===== src/rtl/phase_sequencer.sv =====
// Purpose : walks a one-hot phase through FETCH..WRITEBACK and gates each stage's output buffer.
// Latency : phase is registered (one edge per step); stage_en/retire/busy are combinational from phase and inputs.
// Backpress: stall_req holds the current phase with all stage enables low; flush aborts to FETCH (or HALT).
//
// Ports:
//   clk, rst_n            clock (rising edge) and asynchronous active-low reset
//   run                   level; 1 = keep issuing instructions, 0 = halt at the next instruction boundary
//   stall_req             level; hold the current phase
//   flush                 one-cycle pulse; abandon the instruction in flight and restart
//   phase                 one-hot current phase, all-zero = HALT (bit 0 FETCH, MSB WRITEBACK)
//   stage_en              per-stage buffer enable for the completing cycle of each phase
//   retire                instruction completed this cycle
//   busy                  an instruction is in flight
//   retire_cnt, stall_cnt performance counters, built only when PHASE_PERF_CNT_EN is defined
//
// Optional feature: define PHASE_PERF_CNT_EN to build the retire/stall counters; otherwise both read 0.

module phase_sequencer #(
  parameter int NUM_PHASE = 5,
  parameter int CNT_WIDTH = 32
) (
  input  logic                 clk,
  input  logic                 rst_n,
  input  logic                 run,
  input  logic                 stall_req,
  input  logic                 flush,
  output logic [NUM_PHASE-1:0] phase,
  output logic [NUM_PHASE-1:0] stage_en,
  output logic                 retire,
  output logic                 busy,
  output logic [CNT_WIDTH-1:0] retire_cnt,
  output logic [CNT_WIDTH-1:0] stall_cnt
);

  localparam logic [NUM_PHASE-1:0] PH_FETCH = {{(NUM_PHASE-1){1'b0}}, 1'b1};
  localparam logic [NUM_PHASE-1:0] PH_HALT  = '0;

  // Classification of the phase register: legal idle, legal active, or
  // anything that is neither zero nor one-hot (e.g. after an upset).
  typedef enum logic [1:0] {
    CLS_HALT    = 2'd0,
    CLS_ACTIVE  = 2'd1,
    CLS_CORRUPT = 2'd2
  } phase_cls_t;

  phase_cls_t           phase_cls;
  logic [NUM_PHASE-1:0] phase_q;
  logic [NUM_PHASE-1:0] phase_nxt;
  logic                 is_last;
  logic                 one_hot;
  logic                 advance;

  // x & (x-1) clears the lowest set bit; zero result on a non-zero x means one-hot.
  assign one_hot = ((phase_q & (phase_q - PH_FETCH)) == '0);
  assign is_last = phase_q[NUM_PHASE-1];

  always_comb begin
    phase_cls = CLS_CORRUPT;
    if (phase_q == PH_HALT) begin
      phase_cls = CLS_HALT;
    end else if (one_hot) begin
      phase_cls = CLS_ACTIVE;
    end
  end

  // State register.
  always_ff @(posedge clk or negedge rst_n) begin
    if (!rst_n) begin
      phase_q <= PH_HALT;
    end else begin
      phase_q <= phase_nxt;
    end
  end

  // Next-state logic. run is only consulted at instruction boundaries:
  // from HALT, on WRITEBACK completion and on flush.
  always_comb begin
    phase_nxt = PH_HALT;
    case (phase_cls)
      CLS_HALT: begin
        // stall_req and flush have no meaning without an instruction in flight.
        phase_nxt = run ? PH_FETCH : PH_HALT;
      end
      CLS_ACTIVE: begin
        if (flush) begin
          phase_nxt = run ? PH_FETCH : PH_HALT;
        end else if (stall_req) begin
          phase_nxt = phase_q;
        end else if (is_last) begin
          phase_nxt = run ? PH_FETCH : PH_HALT;
        end else begin
          phase_nxt = phase_q << 1;
        end
      end
      default: begin
        // Illegal encoding: drop to HALT and let run restart cleanly.
        phase_nxt = PH_HALT;
      end
    endcase
  end

  // A phase completes only on a cycle that is neither stalled nor flushed.
  assign advance  = ~stall_req & ~flush;
  assign phase    = phase_q;
  assign stage_en = phase_q & {NUM_PHASE{advance}};
  assign retire   = is_last & advance;
  assign busy     = |phase_q;

`ifdef PHASE_PERF_CNT_EN
  // Counters wrap naturally at 2^CNT_WIDTH; only rst_n clears them.
  always_ff @(posedge clk or negedge rst_n) begin
    if (!rst_n) begin
      retire_cnt <= '0;
    end else if (retire) begin
      retire_cnt <= retire_cnt + {{(CNT_WIDTH-1){1'b0}}, 1'b1};
    end
  end

  // A flush cycle is an abort, not a stall, even if stall_req is also high.
  always_ff @(posedge clk or negedge rst_n) begin
    if (!rst_n) begin
      stall_cnt <= '0;
    end else if (busy & stall_req & ~flush) begin
      stall_cnt <= stall_cnt + {{(CNT_WIDTH-1){1'b0}}, 1'b1};
    end
  end
`else
  assign retire_cnt = '0;
  assign stall_cnt  = '0;
`endif

endmodule


===== config.mk =====
export PLATFORM = sky130hd
export DESIGN_NAME = phase_sequencer
export DESIGN_NICKNAME = d
export VERILOG_FILES = /design/src/rtl/phase_sequencer.sv
export SDC_FILE = /design/constraint.sdc
export NUM_CORES = 1
export LEC_CHECK = 0
export ABC_AREA = 1
export BUFFER_PORTS_ARGS = -buffer_cell sky130_fd_sc_hd__buf_4
export CORE_MARGIN = 2
export CORE_UTILIZATION = 39
export CTS_CLUSTER_DIAMETER = 100
export DETAILED_ROUTE_END_ITERATION = 8
export GPL_TIMING_DRIVEN = 0
export PLACE_DENSITY = 0.85
export SETUP_SLACK_MARGIN = 0.02
export SYNTH_ARGS = -nofsm -noshare
export SYNTH_HDL_FRONTEND = slang
export SYNTH_SLANG_ARGS = --single-unit

===== constraint.sdc =====
create_clock -name clk -period 3.7 [get_ports clk]
set_clock_uncertainty 0.2 [all_clocks]
set_input_delay 0.185 -clock clk [delete_from_list [all_inputs] [get_ports clk]]
set_output_delay 0.185 -clock clk [all_outputs]
set_load 0.01 [all_outputs]

==> key figures <==
Worst hold path
  • Worst hold path startpoint: flush
  • Hold Path Cell Cnt: 4
  • Hold EP: phase[4]$_DFFE_PN0P_
  • Worst Hold Class: in2reg

STA
  • Post-route minimum period: 1580 ps
  • RSZ-0062 raised after global routing: no
  • Setup violators final: 0
  • Setup TNS: 0 ps
  • Fmax: 631 MHz
  • Final Hold Fails: 0
  • Final period util: 0.428
  • Worst Slack Setup Final: 2120 ps
  • Final Max Tran Viols: 0
  • Hold slack: 52.1 ps

Synthesis
  • Area leader, netlist: buf_4
  • Part of the Yosys area used for sequential elements: 0.146
  • Adder-Cell Fraction of Synth Area: 0
  • Warnings, synthesis: 0
  • Area contributors post-synth: buf_4 57%, dfrtp_1 15%, nand2_1 3.9%
  • Xor and xnor area share after synthesis: 0
  • Mapped cell area: between 800 and 900 um^2
  • Flops & latches, synth: 5
  • Mux contribution to synthesized area: 0
  • Main combinational cell family by area after synthesis: buffers and inverters
  • Simple-gate area share of the yosys netlist: 0.210
  • Top cell type's share of synthesized area: 0.568
  • Avg Cell Area, Syn: 7.61 um^2
  • Mapped Cells: 113
  • Post-synthesis compound-gate area fraction: 0.0364
  • Netlist cell types: 16

Placement
  • Routability Congestion: 0.811
  • Port bufs: 16
  • Final HPWL DP: 1.43 mm
  • Area post-placement: 0.00125 mm^2
  • Pre-CTS WS: around 2300 ps

Clock network
  • Clock Path Buffers: 2
  • CTS-repair resized insts: 0
  • Worst-path clk slew: 40 ps
  • CTS Root Buffer Type: clkbuf_4
  • Cts bufs inserted: 3
  • CTS tree: yes
  • Clock Latency Late Sink: between 200 and 250 ps
  • TritonCTS Sinks: 5
  • # hold bufs at CTS: 2
  • H-tree levels: 1
  • Post-CTS setup buffer count: 0

Setup path
  • Setup crit start kind: register
  • CP arrival: 1200 ps
  • CP Class: reg2out
  • R2r startpoint: phase[4]$_DFFE_PN0P_
  • R2R setup slack: 2260 ps
  • Worst EP required: approximately 3300 ps
  • Worst-path fanout max: 7
  • CP endpoint kind: primary output
  • R2r worst-path depth: 6
  • Worst reg2reg path endpoint: phase[0]$_DFFE_PN0P_

GRT
  • Vias in the first global route: 503
  • Initial antenna violation count: 0
  • Largest net degree at the start of global routing: 8
  • GR Util All Layers: 0.106
  • Aggregate global routing overflow: 0
  • First-pass GRT wire length: 2.06 mm

Die
  • Die width: 50.9 um
  • Core Area: just over 0.002 mm^2
  • Row cnt: 16
  • Initial Util: 0.425
  • Chip height: 50.9 um
  • Die area: 0.00260 mm^2
  • I/O pins: 81

Drt
  • Drt via density: 3.20
  • DR WL/cell: 6.96 um
  • Iteration-0 DRC Markers: 7
  • Vias: 719
  • Drt first pass iters: 4
  • Routed Antenna Nets: 0
  • Final wirelength: 1.57 mm
  • DRC: 0

Power and ir drop
  • Pwr Density: 185 mW/mm^2
  • Leakage: 0.849 nW
  • Max VDD drop: 0.111 mV

Finish
  • Max reg flops: 5
  • Layout cells sized above 1: 0.490
  • Nets: ~200
  • Fill count: approximately 180
  • Area growth, synth to finish: 50.8%
  • Design area: 0.00130 mm^2
  • N_diodes: 0

Run
  • Maxcap violations: 0

Status
  • Outcome: complete, no violations
## Yosys cell counts (all sizes together)
cell    count
a21oi       1
buf        65
clkinv      1
conb        1
dfrtp       5
inv         7
nand2      14
nand3       4
nand4       4
nor2        8
o21ai       3
## how the worst max path moves through the flow
stage | start | depth (start not counted) | end | slack [ps]
3_3_place_gp | phase[4]$_DFFE_PN0P_ | 6 | phase[0]$_DFFE_PN0P_ | 2290
3_5_place_dp | phase[4]$_DFFE_PN0P_ | 6 | phase[0]$_DFFE_PN0P_ | 2270
5_1_grt | phase[4]$_DFFE_PN0P_ | 4 | stage_en[4] | 2050
6_report | phase[4]$_DFFE_PN0P_ | 4 | stage_en[4] | 2120
2_1_floorplan | phase[1]$_DFFE_PN0P_ | 6 | phase[0]$_DFFE_PN0P_ | 2310
4_1_cts | phase[4]$_DFFE_PN0P_ | 4 | stage_en[4] | 2110
## layout make-up
class / instances / area [um^2] / area share
buffer: 65 / 488 / 0.376
multi-input combinational: 98 / 452 / 0.348
timing repair buffer: 18 / 140 / 0.108
sequential: 5 / 125 / 0.0965
tap: 27 / 33.8 / 0.0261
inverter: 8 / 31.3 / 0.0241
clock buffer: 4 / 26.3 / 0.0203
## where the power goes
part	internal [mW]	switching, mW	total, mW
Combinational	0.0598	0.0592	0.119
Clock	0.0406	0.0203	0.0610
Sequential	0.0567	0.00318	0.0599
## per-stage QoR
step	instances	util	power (mW)
6_report	225	0.641	0.240
5_1_grt	225	0.641	0.255
4_1_cts	225	0.641	0.239
3_5_place_dp	219	0.618	0.174
3_3_place_gp	219	0.618	0.174
2_1_floorplan	176	-	0.160
## worst max-delay path: stages (launching register included)
cell and delay, ps:
dfrtp_1 400, inv_1 200, nor2_1 90, buf_4 130
buf_4 130
## layer usage
layer  track usage  wire length (um)
met2         0.216               881
met5             0                 0
met4        0.0541                 6
met1        0.0935               472
met3        0.0234               205
## kinds of logic after synthesis
group,count (synthesis)
DFF,5
buffers and inverters,73
other,1
AOI/OAI and AO/OA,4
and+or+nand+nor,30
## placed cells by master (no fill, tap or decap), drive strengths merged
cell / instances
buf: 81
conb: 64
nand2: 14
nor2: 8
inv: 7
dfrtp: 5
nand3: 4
nand4: 4
clkbuf: 4
o21ai: 3
dlygate4sd3: 2
a21oi: 1
clkinv: 1
No activity file was read; power rests on OpenSTA's default activity.
